## src/rtl/bep_frame_controller.sv

```systemverilog
// Frames the biphase decoder's bit stream: sync-word hunt, fixed-width payload capture,
// valid/ready frame output, and decoder reset sequencing on disable and bit timeout.
module bep_frame_controller #(
  parameter int                    SYNC_WIDTH     = 8,
  parameter logic [SYNC_WIDTH-1:0] SYNC_WORD      = 8'hA5,
  parameter int                    PAYLOAD_WIDTH  = 16,
  parameter int                    TIMEOUT_CYCLES = 64
) (
  input  logic                     clock,
  input  logic                     reset,
  input  logic                     enable,
  input  logic                     bit_data,
  input  logic                     bit_strobe,
  output logic [PAYLOAD_WIDTH-1:0] frame_data,
  output logic                     frame_valid,
  input  logic                     frame_ready,
  output logic                     decoder_reset,
  output logic [1:0]               state,
  output logic                     sync_lock,
  output logic                     err_timeout,
  output logic                     err_overrun
);

  localparam int SHREG_WIDTH = (SYNC_WIDTH > PAYLOAD_WIDTH) ? SYNC_WIDTH : PAYLOAD_WIDTH;
  localparam int HUNT_CW     = $clog2(SYNC_WIDTH + 1);
  localparam int BIT_CW      = $clog2(PAYLOAD_WIDTH + 1);
  localparam int TO_CW       = $clog2(TIMEOUT_CYCLES + 1);

  localparam logic [HUNT_CW-1:0] HUNT_LAST = HUNT_CW'(SYNC_WIDTH - 1);
  localparam logic [BIT_CW-1:0]  BIT_LAST  = BIT_CW'(PAYLOAD_WIDTH - 1);
  // Decided one cycle early so the registered pulse lands TIMEOUT_CYCLES after the last accept.
  localparam logic [TO_CW-1:0]   TO_LAST   = TO_CW'(TIMEOUT_CYCLES - 2);

  typedef enum logic [1:0] {
    IDLE    = 2'd0,
    HUNT    = 2'd1,
    RECEIVE = 2'd2
  } state_t;

  state_t                 state_reg;
  state_t                 state_next;
  logic                   strobe_q_reg;
  logic [SHREG_WIDTH-2:0] shreg_reg;
  logic [HUNT_CW-1:0]     hunt_cnt_reg;
  logic [BIT_CW-1:0]      bit_cnt_reg;
  logic [TO_CW-1:0]       tcnt_reg;

  logic                   accept;
  logic [SHREG_WIDTH-1:0] window;
  logic [SYNC_WIDTH-1:0]  sync_eq;
  logic                   sync_hit;
  logic                   frame_done;
  logic                   timeout_hit;
  logic                   frame_load;

  assign accept = bit_strobe & ~strobe_q_reg;
  // shreg_reg keeps all but the newest bit; window is the full history including this cycle's bit
  assign window = {shreg_reg, bit_data};

  genvar gi;
  generate
    for (gi = 0; gi < SYNC_WIDTH; gi++) begin : g_sync_cmp
      assign sync_eq[gi] = ~(window[gi] ^ SYNC_WORD[gi]);
    end
  endgenerate

  assign sync_hit    = (state_reg == HUNT) && accept && (&sync_eq) && (hunt_cnt_reg == HUNT_LAST);
  assign frame_done  = enable && (state_reg == RECEIVE) && accept && (bit_cnt_reg == BIT_LAST);
  assign timeout_hit = enable && (state_reg == RECEIVE) && !accept && (tcnt_reg == TO_LAST);
  assign frame_load  = frame_done && (!frame_valid || frame_ready);

  always_comb begin
    state_next = state_reg;
    case (state_reg)
      IDLE:    state_next = HUNT;
      HUNT:    if (sync_hit) state_next = RECEIVE;
      RECEIVE: if (frame_done || timeout_hit) state_next = HUNT;
      default: state_next = IDLE;
    endcase
    if (!enable) state_next = IDLE;
  end

  always_ff @(posedge clock) begin
    if (reset) begin
      state_reg     <= IDLE;
      strobe_q_reg  <= 1'b0;
      shreg_reg     <= '0;
      hunt_cnt_reg  <= '0;
      bit_cnt_reg   <= '0;
      tcnt_reg      <= '0;
      frame_data    <= '0;
      frame_valid   <= 1'b0;
      decoder_reset <= 1'b1;
      sync_lock     <= 1'b0;
      err_timeout   <= 1'b0;
      err_overrun   <= 1'b0;
    end else begin
      strobe_q_reg  <= bit_strobe;
      state_reg     <= state_next;
      sync_lock     <= (state_next == RECEIVE);
      decoder_reset <= (state_next == IDLE) || timeout_hit;
      err_timeout   <= timeout_hit;
      err_overrun   <= frame_done && frame_valid && !frame_ready;

      if (state_next == HUNT && state_reg != HUNT) begin
        shreg_reg    <= '0;
        hunt_cnt_reg <= '0;
      end else if (state_reg == HUNT && accept) begin
        shreg_reg <= window[SHREG_WIDTH-2:0];
        if (hunt_cnt_reg != HUNT_LAST) hunt_cnt_reg <= hunt_cnt_reg + 1'b1;
      end else if (state_reg == RECEIVE && accept) begin
        shreg_reg <= window[SHREG_WIDTH-2:0];
      end

      if (state_next == RECEIVE && state_reg != RECEIVE) begin
        bit_cnt_reg <= '0;
        tcnt_reg    <= '0;
      end else if (state_reg == RECEIVE) begin
        if (accept) begin
          bit_cnt_reg <= bit_cnt_reg + 1'b1;
          tcnt_reg    <= '0;
        end else begin
          tcnt_reg <= tcnt_reg + 1'b1;
        end
      end

      // A frame loading in the same cycle as a handshake replaces the consumed one.
      if (frame_load) begin
        frame_data  <= window[PAYLOAD_WIDTH-1:0];
        frame_valid <= 1'b1;
      end else if (frame_valid && frame_ready) begin
        frame_valid <= 1'b0;
      end
    end
  end

  assign state = state_reg;

endmodule
```

## config.mk

```make
export PLATFORM = sky130hd
export DESIGN_NAME = bep_frame_controller
export DESIGN_NICKNAME = d
export VERILOG_FILES = /design/src/rtl/bep_frame_controller.sv
export SDC_FILE = /design/constraint.sdc
export NUM_CORES = 1
export LEC_CHECK = 0
export CAP_MARGIN = 20
export CORE_ASPECT_RATIO = 1.1
export CORE_UTILIZATION = 30
export CTS_BUF_LIST = sky130_fd_sc_hd__clkbuf_4 sky130_fd_sc_hd__clkbuf_8
export DETAILED_ROUTE_END_ITERATION = 10
export SETUP_SLACK_MARGIN = 0.05
export SYNTH_ARGS = -nofsm -noshare
export SYNTH_HDL_FRONTEND = slang
export SYNTH_SLANG_ARGS = --single-unit
export TNS_END_PERCENT = 1
```

## constraint.sdc

```tcl
create_clock -name clock -period 5.33 [get_ports clock]
set_input_delay 1.066 -clock clock [delete_from_list [all_inputs] [get_ports clock]]
set_output_delay 1.066 -clock clock [all_outputs]
set_load 0.05 [all_outputs]
```

* Word level (Yosys, flattened, before mapping)
Index checks and enable logic that the tools add are counted.
Widths: inputs -> output; s select.
** Cells by class
- Muxes and demuxes :: 9
- Add/sub/neg operators :: 3
- Bitwise gates (word level) :: 6
- Reductions and logical operators :: 30
- Equal/unequal tests :: 10
** Operators with widths (number)
- $mux 15 :: 2
- $logic_and 1x1->1 :: 15
- $reduce_and 8->1 :: 1
- $add 7x1->7 const B :: 1
- $eq 7x6->1 const B :: 1
- $mux 7 :: 1
- $mux 2 :: 3
- $pmux 2 s3 :: 1
- $add 5x1->5 const B :: 1
- $eq 5x4->1 const B :: 1
- $not 1->1 :: 5
- $add 4x1->4 const B :: 1
- $eq 2x1->1 const B :: 2
- $eq 2x2->1 const B :: 2
- $eq 4x3->1 const B :: 1
- $logic_not 2->1 :: 2
- $ne 4x3->1 const B :: 1
- $reduce_and 2->1 :: 2
- $reduce_bool 2->1 :: 2
- $reduce_or 2->1 :: 2
- $logic_not 1->1 :: 3
- $logic_or 1x1->1 :: 3
- $mux 1 :: 2
- $ne 2x1->1 const B :: 1
- 2 further kinds :: 2
** Word-level totals
- Output and inout bits :: 23
- Word-level logic and storage cells :: 70
- Bits in registers :: 55

* Logic depth before layout (Yosys ltp)
Gate-level depths: netlist of the first run.
- Depth in word-level cells :: 12
- Gate-level depth with buffers :: 9
- Depth with buffers taken out :: 7

* Least setup slack after synthesis of the first run
Ideal clock, no wire load.
- Kind :: input -> register
- From :: in bit_strobe
- To :: reg shreg_reg[0]
- Stages on the path :: 7
- Arrival time :: 2059 ps
- Setup time :: 114 ps
- Path slack :: 3156 ps
- Buffers on the path :: 3
- Cells stage by stage :: nor2b_1 -> buf_4 -> o311ai_2 -> a31o_1 -> buf_4 -> buf_6 -> nor2_1
** On the way
- Longest elaborated chain between the ends :: 11
- Elaborated cells between the ends (all ways) :: 20
** Ends and longest elaborated chain
- start, declared :: RTL line 13 : input logic bit_strobe,
- $and 1x1->1 * :: RTL line 56 : assign accept = bit_strobe & ~strobe_q_reg;
- $logic_not 1->1 :: RTL line 69 : assign timeout_hit = enable && (state_reg == RECEIVE) && !accept && (tcnt_reg == TO_LAST);
- $logic_and 1x1->1 (2 in a row) :: RTL line 69
- $logic_or 1x1->1 :: RTL line 77 : RECEIVE: if (frame_done || timeout_hit) state_next = HUNT;
- $mux 2 :: RTL line 77
- $pmux 2 s3 :: RTL line 74 : case (state_reg)
- $mux 2 :: RTL line 80 : if (!enable) state_next = IDLE;
- $eq 2x1->1 :: RTL line 105 : if (state_next == HUNT && state_reg != HUNT) begin
- $logic_and 1x1->1 :: RTL line 105
- $reduce_or 2->1 (no line)
- end signal, assigned :: RTL line 109 : shreg_reg <= window[SHREG_WIDTH-2:0];
- end signal, assigned :: RTL line 112 : shreg_reg <= window[SHREG_WIDTH-2:0];
- end, declared :: RTL line 43 : logic [SHREG_WIDTH-2:0] shreg_reg;
Every way passes the cells marked *; elsewhere a longest branch is shown, timed or not.
A chain may end at the register's enable or synchronous reset.

* Final worst setup path of the first run
- From :: in bit_strobe
- To :: reg frame_data[13]
** On the way
- Longest elaborated chain between the ends :: 4
** Ends and longest elaborated chain
- $and 1x1->1 :: RTL line 56
- $logic_and 1x1->1 (2 in a row) :: RTL line 68 : assign frame_done = enable && (state_reg == RECEIVE) && accept && (bit_cnt_reg == BIT_LAST);
- $logic_and 1x1->1 :: RTL line 70 : assign frame_load = frame_done && (!frame_valid || frame_ready);
- end signal, assigned :: RTL line 129 : frame_data <= window[PAYLOAD_WIDTH-1:0];
- end, declared :: RTL line 14 : output logic [PAYLOAD_WIDTH-1:0] frame_data,
No other way between the ends.

==> results.json, run 1 <==
{
  "hold_violations": 0,
  "grt_pass1_vias": 1536,
  "cts_root_buffer": "clkbuf_8",
  "drv_cap": 0,
  "max_slew.worst_pin.slew_ps": 929,
  "synth_warnings": 0,
  "final_area_mm2": 0.00266,
  "synth-edff-count": 0,
  "end_kind": "register",
  "setup_viol": 0,
  "worstSetupStartpointType": "input port",
  "drt_drc_violations_left": 5,
  "setup.worst_path.class": "input port to register",
  "cp_slowest_cell": "and4_1",
  "cp.required_ps": 5480,
  "gr-total-overflow": 0,
  "hp-class": "register to register",
  "grt_first_pass_wirelength_mm": 6.96,
  "status": "finished with violations",
  "hold_buffers": 0,
  "synth-seq-area-share": 0.490,
  "rows": 32,
  "dp_slack_ps": 1850,
  "grt_start_max_net_pins": 23,
  "via_per_inst": 4.83,
  "grtUsageTotal": 0.110,
  "worst_skew_pair.late_latency_ps": 300,
  "insertedDiodeCount": 0,
  "synth_top_cell_by_area": "dfxtp_1",
  "vias": 1612,
  "clock_path_buffers": 2,
  "final_util": 0.373,
  "cts_max_level": 2,
  "synth_area_mm2": 0.00225,
  "relSlewSlack": 0.380,
  "finalMaxSlewViolations": 0,
  "clk_pin_slew_ps": 90,
  "power.leakage_nw": 0.996,
  "die_w_um": 84.5,
  "grt_setup_unrepaired": "false",
  "cts_buffers": 5,
  "wl_per_cell_um": 12.0,
  "syn_inst": 224,
  "cts_resized": 0,
  "antenna_found_initial": 0,
  "drive_gt1_frac": 0.0442,
  "whs_ps": 478,
  "synth.top_cells.by_count": "55 x dfxtp_1, 42 x nor2_1, 32 x mux2i_1",
  "dieArea_mm2": 0.00784,
  "cp_data_arrival_time_ps": 3310,
  "yosysMostFrequentCell": "dfxtp_1",
  "synth-async-reset-ratio": 0,
  "ir_drop_uv": 114,
  "coreArea_mm2": 0.00713,
  "dpl.hpwl_mm": 2.77,
  "finClkSkew_ps": 2.98,
  "synth_top_area_frac": 0.490,
  "powerDensity_mw_per_mm2": 266,
  "finalCriticalPeriod_ps": 3150,
  "finalWorstSetupSlack_ps": 2180,
  "synth_nets": 235,
  "portBuffers": 28,
  "first_iter_violations": 70,
  "cts_sinks": 55,
  "max_stage_delay_ps": 890,
  "postCtsSetupRepairBufs": 0,
  "postRouteAntennaNets": 0,
  "avgSynthCellArea_um2": 10.0,
  "start_util": 0.315,
  "largest_register_ffs": 16,
  "synth-seq-cells": 55,
  "fin_tns_setup_ps": 0,
  "ys_types": 35,
  "routabilityCongestion": 0.729,
  "period_share": 0.592,
  "fin_nets": 260,
  "routed_wl_mm": 4.02,
  "cp_cell_sequence": "clkdlybuf4s50_1 > and4bb_1 > and4_1 > mux2i_1 > nor2_1",
  "tritoncts": "yes",
  "violations": "design-rule violations",
  "ys_top_cells_by_area": "dfxtp_1 49%, mux2i_1 14%, nor2_1 7.0%",
  "pin_count": 29,
  "synthFlopType": "dfxtp_1",
  "fillers": 726,
  "drtPass1Iterations": 7,
  "placed_area_mm2": 0.00255,
  "area.growth.synth_to_final_pct": 18.4,
  "crit_fanout": 16,
  "die_height_um": 92.8,
  "fmax_mhz": 317
}
per-layer routing:
metal,track usage,up-vias,part of all wire
met5,0,-,0
met3,0.0294,6,0.056
met2,0.186,38,0.47
met4,0.0395,0,0.011
met1,0.136,751,0.46
li1,-,817,-
report_power, final:
part | switching, mW | internal, mW | total, mW | leakage, nW
registers | 0.00189 | 0.412 | 0.414 | 0.444
logic | 0.0176 | 0.0103 | 0.0279 | 0.498
clock network | 0.123 | 0.143 | 0.266 | 0.0547
worst paths after layout:
kind | slack [ps] | to | startpoint | cells past startpoint
hold reg to reg | 480 | hunt_cnt_reg[1] | hunt_cnt_reg[1] | 2
hold / removal | 480 | hunt_cnt_reg[1] | hunt_cnt_reg[1] | 2
setup / recovery | 2180 | frame_data[13] | bit_strobe | 5
setup reg to reg | 2920 | frame_data[13] | state[1] | 4
cells by family after synthesis:
| logic type | after synthesis | synth area share |
|---|---|---|
| mux | 32 | 0.143 |
| xor+xnor | 9 | 0.0351 |
| flops | 55 | 0.490 |
| compound gates | 16 | 0.0507 |
| simple gates | 93 | 0.210 |
| fa+ha+maj | 5 | 0.0278 |
| buf+inv | 14 | 0.0434 |
metrics by stage:
stage	std cells	total power, mW
finish	334	0.707
global route	334	0.736
CTS	334	0.719
detailed placement	327	0.452
global placement	327	0.452
floorplan	224	0.443
layout by cell type, fill, tap and decap left out, drive strengths merged, types with 2 or more instances in the layout:
master / count
a21oi: 9
and3: 4
and4: 2
and4bb: 2
clkbuf: 6
clkdlybuf4s50: 28
dfxtp: 55
ha: 5
inv: 3
mux2i: 32
nand2: 6
nand2b: 5
nand3: 5
nand3b: 3
nand4: 3
nand4b: 2
nor2: 42
nor2b: 4
nor3: 11
o21ai: 3
xnor2: 2
xor2: 7
cell type report:
cell class                 instances  area (µm²)  area share
clock buffer                       6        76.3      0.0287
clock inverter                     1        30.0      0.0113
inverter                           3        11.3     0.00423
multi-input combinational        155        1050       0.394
sequential                        55        1100       0.414
tap                               85         106      0.0400
timing repair buffer              29         288       0.108
worst max-delay path: cells and delay by family:
family	cells	cell delay, ps
and+or+nand+nor	3	1440
muxes	1	270
buffers and inverters	1	530
Note: power is estimated with default switching activity, not from simulation.
==> inputs of run 2 (changes only) <==
==> constraint.sdc (replaced) <==
create_clock -name clock -period 3.1 [get_ports clock]
set_input_delay 0.62 -clock clock [delete_from_list [all_inputs] [get_ports clock]]
set_output_delay 0.62 -clock clock [all_outputs]
set_load 0.05 [all_outputs]
==> run 2 against run 1 <==
The flow still finishes with violations (design-rule violations). Combinational power up 75%. Sequential cell count did not move. First-iteration DRC count fell by 10%. Critical path type is now register to output pin. Largest power group unchanged. Design area is 0.47% higher. Register-to-register slack got worse by 1700 ps. Clock power grew 46%. Core utilization increased by 0.18 points. Final cell count is 1.5% higher. Sequential power increased by 72%. Via count down 0.62%.
==> results.json, run 2 (synthesis gave the netlist of run 1 again) <==
{
  "reg2reg_from": "bit_cnt_reg[0]",
  "wl_per_cell_um": 11.9,
  "period_share": 0.760,
  "drive_gt1_frac": 0.0630,
  "violations": "design-rule violations",
  "dpl.hpwl_mm": 2.86,
  "final_common_cell": "dfxtp_1",
  "status": "finished with violations",
  "register_area_mm2": 0.00110,
  "routabilityCongestion": 0.768,
  "end_kind": "output pin",
  "portBuffers": 28,
  "cts_sinks": 55,
  "setup.worst_path.class": "register to output pin",
  "postCtsSetupRepairBufs": 0,
  "reg2regPathDepth": 8,
  "worstSetupStartpointType": "register",
  "crit_family": "buffers and inverters",
  "cts_max_level": 2,
  "fin_nets": 264,
  "hold_depth": 2,
  "finalMaxSlewViolations": 0,
  "tritoncts": "yes",
  "power.leakage_nw": 1.00,
  "hp-class": "register to register",
  "rr_endpoint": "hunt_cnt_reg[2]",
  "cp.depth": 1,
  "gr-total-overflow": 0,
  "dieArea_mm2": 0.00784,
  "vias": 1602,
  "grt_start_max_net_pins": 23,
  "cp_data_arrival_time_ps": 1740,
  "rows": 32,
  "multiInputGateArea_mm2": 0.00105,
  "fin_tns_setup_ps": 0,
  "coreArea_mm2": 0.00713,
  "clock_path_buffers": 2,
  "postRouteAntennaNets": 0,
  "drt_drc_violations_left": 2,
  "clk_pin_slew_ps": 100,
  "worst_skew_pair.late_latency_ps": 310,
  "relSlewSlack": 0.582,
  "routed_wl_mm": 4.05,
  "cp_slowest_cell": "clkdlybuf4s50_1",
  "layoutNonFillerInstCount": 339,
  "die_height_um": 92.8,
  "start_util": 0.315,
  "endpoint": "state[0]",
  "via_per_inst": 4.73,
  "antenna_found_initial": 0,
  "cp_cell_sequence": "clkdlybuf4s50_1",
  "drv_cap": 0,
  "powerDensity_mw_per_mm2": 430,
  "cts_root_buffer": "clkbuf_8",
  "r2r_slack_ps": 1210,
  "die_w_um": 84.5,
  "max_stage_delay_ps": 880,
  "insertedDiodeCount": 0,
  "crit_fanout": 10,
  "grtUsageTotal": 0.113,
  "first_iter_violations": 63,
  "critPathLaunch": "state[0]",
  "grt_first_pass_wirelength_mm": 6.98,
  "max_slew.worst_pin.slew_ps": 624,
  "fillers": 739,
  "cp.required_ps": 2480,
  "mostFrequentLayoutCells": "55 x dfxtp_1, 42 x nor2_1, 32 x mux2i_1",
  "cp_num_buf_inv": 1,
  "finClkSkew_ps": 5.24,
  "cts_buffers": 5,
  "drtPass1Iterations": 9,
  "dp.cells": 331,
  "pin_count": 29,
  "grt_setup_unrepaired": "false",
  "largest_register_ffs": 16,
  "grt_pass1_vias": 1585,
  "hold_buffers": 0,
  "finalCriticalPeriod_ps": 2360,
  "cts_resized": 0,
  "ir_drop_uv": 187,
  "setup_viol": 0,
  "area.growth.synth_to_final_pct": 19.0,
  "fmax_mhz": 424,
  "hold_violations": 0
}
[run 2: changes by cell type in the layout (fill, tap and decap cells not counted), sizes merged]
cell / before / now
clkbuf: 6 / 5
clkinv: 0 / 1
bufinv: 1 / 0
clkinvlp: 0 / 2
buf: 1 / 5
[run 2: how the worst min path moves through the flow]
stage / from / end / slack [ps]
after floorplan: hunt_cnt_reg[1] / hunt_cnt_reg[1] / 450
after global placement: hunt_cnt_reg[1] / hunt_cnt_reg[1] / 460
after detailed placement: hunt_cnt_reg[1] / hunt_cnt_reg[1] / 470
after CTS: hunt_cnt_reg[1] / hunt_cnt_reg[1] / 480
after global routing: hunt_cnt_reg[1] / hunt_cnt_reg[1] / 520
final: hunt_cnt_reg[1] / hunt_cnt_reg[1] / 480
[run 2: layout make-up]
| type | instances | share of cell area |
|---|---|---|
| Inverter | 3 | 0.00421 |
| Sequential cell | 55 | 0.412 |
| Timing Repair Buffer | 33 | 0.119 |
| Clock buffer | 5 | 0.0257 |
| Clock inverter | 3 | 0.00749 |
| Tap cell | 85 | 0.0398 |
| Multi-Input combinational cell | 155 | 0.392 |
[run 2: metrics by stage]
step | utilization | total power [mW] | area (µm²) | hold WS [ps] | setup slack [ps]
after floorplan | - | 0.761 | 2250 | 449 | 1270
after global placement | 0.363 | 0.778 | 2580 | 459 | 690
after detailed placement | 0.363 | 0.778 | 2580 | 467 | 622
after CTS | 0.375 | 1.17 | 2670 | 481 | 752
after global routing | 0.375 | 1.20 | 2670 | 523 | 710
final | 0.375 | 1.15 | 2670 | 480 | 743
[run 2: power by group]
group | switching (mW) | internal (mW)
clock | 0.231 | 0.158
combinational | 0.0293 | 0.0195
sequential | 0.00325 | 0.709
total | 0.264 | 0.886
[run 2: metal layers]
metal / track usage / up-vias / part of all wire
met5: 0 / - / 0
met4: 0.0353 / 0 / 0.0082
met3: 0.0392 / 5 / 0.040
met2: 0.192 / 23 / 0.48
met1: 0.132 / 748 / 0.47
li1: - / 826 / -
==> inputs of run 3 (changes only) <==
==> constraint.sdc (replaced) <==
create_clock -name clock -period 2.1 [get_ports clock]
set_input_delay 0.42 -clock clock [delete_from_list [all_inputs] [get_ports clock]]
set_output_delay 0.42 -clock clock [all_outputs]
set_load 0.05 [all_outputs]
==> run 3 against run 2 <==
The flow still finishes with violations (design-rule violations). Non-clock buffer count increased by 5. Critical path depth unchanged. Power increased by 50%. Sequential power increased by 47%. Core utilization increased by 0.81 points. Wire length increased by 0.40%. First-iteration DRC count increased by 21%. Die area unchanged. Clock power increased by 51%. Critical path type unchanged. Largest power group unchanged.
==> results.json, run 3 (synthesis gave the netlist of run 1 again) <==
{
  "status": "finished with violations",
  "violations": "design-rule violations",
  "cts_max_level": 2,
  "wl_per_cell_um": 11.8,
  "setup.worst_path.class": "register to output pin",
  "insertedDiodeCount": 0,
  "crit_fanout": 2,
  "die_height_um": 92.8,
  "end_kind": "output pin",
  "met3WireLength_um": 145,
  "crit_family": "buffers and inverters",
  "die_w_um": 84.5,
  "max_slew.worst_pin.slew_ps": 635,
  "routabilityCongestion": 0.718,
  "cp_slowest_cell": "clkdlybuf4s50_1",
  "grt_first_pass_wirelength_mm": 7.07,
  "drtPass1Iterations": 9,
  "wl_met2_mm": 1.86,
  "start_util": 0.315,
  "antenna_found_initial": 0,
  "setup_viol": 0,
  "hp-class": "register to register",
  "cp_data_arrival_time_ps": 1470,
  "finalCriticalPeriod_ps": 1890,
  "reg2reg_from": "bit_cnt_reg[0]",
  "cp_num_buf_inv": 1,
  "cp_cell_sequence": "clkdlybuf4s50_1",
  "layoutNonFillerInstCount": 344,
  "whs_ps": 480,
  "dieArea_mm2": 0.00784,
  "cts_resized": 0,
  "gr-total-overflow": 0,
  "worst_skew_pair.late_latency_ps": 300,
  "finalMaxSlewViolations": 0,
  "vias": 1616,
  "dp.cells": 336,
  "cts_sinks": 55,
  "fmax_mhz": 530,
  "period_share": 0.899,
  "grt_pass1_vias": 1529,
  "area.growth.synth_to_final_pct": 21.5,
  "topRoutingLayerUsed": "met4",
  "dpl.hpwl_mm": 2.90,
  "mostFrequentLayoutCells": "55 x dfxtp_1, 42 x nor2_1, 32 x mux2i_1",
  "drv_cap": 0,
  "finClkSkew_ps": 6.16,
  "cts_buffers": 5,
  "powerDensity_mw_per_mm2": 629,
  "power.leakage_nw": 1.04,
  "pin_count": 29,
  "grt_start_max_net_pins": 19,
  "hold_violations": 0,
  "postCtsSetupRepairBufs": 0,
  "routed_wl_mm": 4.06,
  "holdPathEnd": "hunt_cnt_reg[1]",
  "worstSetupStartpointType": "register",
  "via_per_inst": 4.70,
  "max_stage_delay_ps": 810,
  "ir_drop_uv": 387,
  "hold_buffers": 0,
  "tritoncts": "yes",
  "hold_start": "hunt_cnt_reg[1]",
  "postRouteAntennaNets": 0,
  "clk_pin_slew_ps": 100,
  "hold_depth": 2,
  "cts_root_buffer": "clkbuf_8",
  "drt_drc_violations_left": 2,
  "final_common_cell": "dfxtp_1",
  "relSlewSlack": 0.575,
  "fin_tns_setup_ps": 0,
  "portBuffers": 28,
  "largest_register_ffs": 16,
  "grt_setup_unrepaired": "false",
  "reg2regPathDepth": 8,
  "r2r_slack_ps": 240,
  "first_iter_violations": 76,
  "drt-met1-wl_mm": 2.04,
  "coreArea_mm2": 0.00713,
  "cp.required_ps": 1680,
  "rr_endpoint": "shreg_reg[0]",
  "clock_path_buffers": 2,
  "drive_gt1_frac": 0.0888,
  "fin_nets": 269,
  "rows": 32,
  "grtUsageTotal": 0.112
}
-- run 3: cell types whose count changed in the layout (fill, tap and decap cells not counted), sizes merged --
cell,delta
clkbuf,+1
clkinvlp,-1
clkdlybuf4s50,-2
buf,+7
-- run 3: worst register-to-register path, delay by kind of cell (launching register included) --
family | cells | cell delay, ps
AO/OA/AOI/OAI | 2 | 440
adder cells (fa/ha/maj) | 2 | 410
buffers and inverters | 1 | 190
flip-flops | 1 | 340
AND/OR/NAND/NOR | 3 | 420
-- run 3: final cells by class --
| type | instances | area [µm²] |
|---|---|---|
| sequential | 55 | 1100 |
| clock inverter | 2 | 12.5 |
| timing repair buffer | 38 | 375 |
| clock buffer | 6 | 76.3 |
| inverter | 3 | 11.3 |
| fill | 727 | 4400 |
| tap | 85 | 106 |
| multi-input combinational | 155 | 1050 |
-- run 3: worst max-delay path by stage --
stage | start | to | slack (ps) | cells after the start
2_1_floorplan | state[1] | frame_data[10] | 270 | 6
3_5_place_dp | bit_strobe | shreg_reg[0] | 70 | 6
4_1_cts | frame_data[4] | frame_data[4] | 200 | 1
6_report | frame_data[4] | frame_data[4] | 210 | 1
5_1_grt | bit_cnt_reg[0] | shreg_reg[13] | 100 | 8
3_3_place_gp | bit_data | tcnt_reg[4] | 70 | 6
-- run 3: layer usage --
layer,global-route usage,vias up
met5,0,-
met4,0.0254,0
met3,0.0339,2
met2,0.188,26
met1,0.140,749
li1,-,839
-- run 3: per-stage QoR --
step	area, µm²	power [mW]	utilization	setup slack (ps)
after floorplan	2250	1.12	-	273
after global placement	2640	1.16	0.371	69.4
after detailed placement	2640	1.16	0.371	74.7
after CTS	2730	1.74	0.383	196
after global routing	2730	1.80	0.383	96.7
final	2730	1.72	0.383	213
-- run 3: power breakdown --
| group | internal (mW) | switching (mW) |
|---|---|---|
| Sequential | 1.05 | 0.00454 |
| Combinational | 0.0356 | 0.0455 |
| Clock | 0.247 | 0.339 |
| Total | 1.33 | 0.389 |
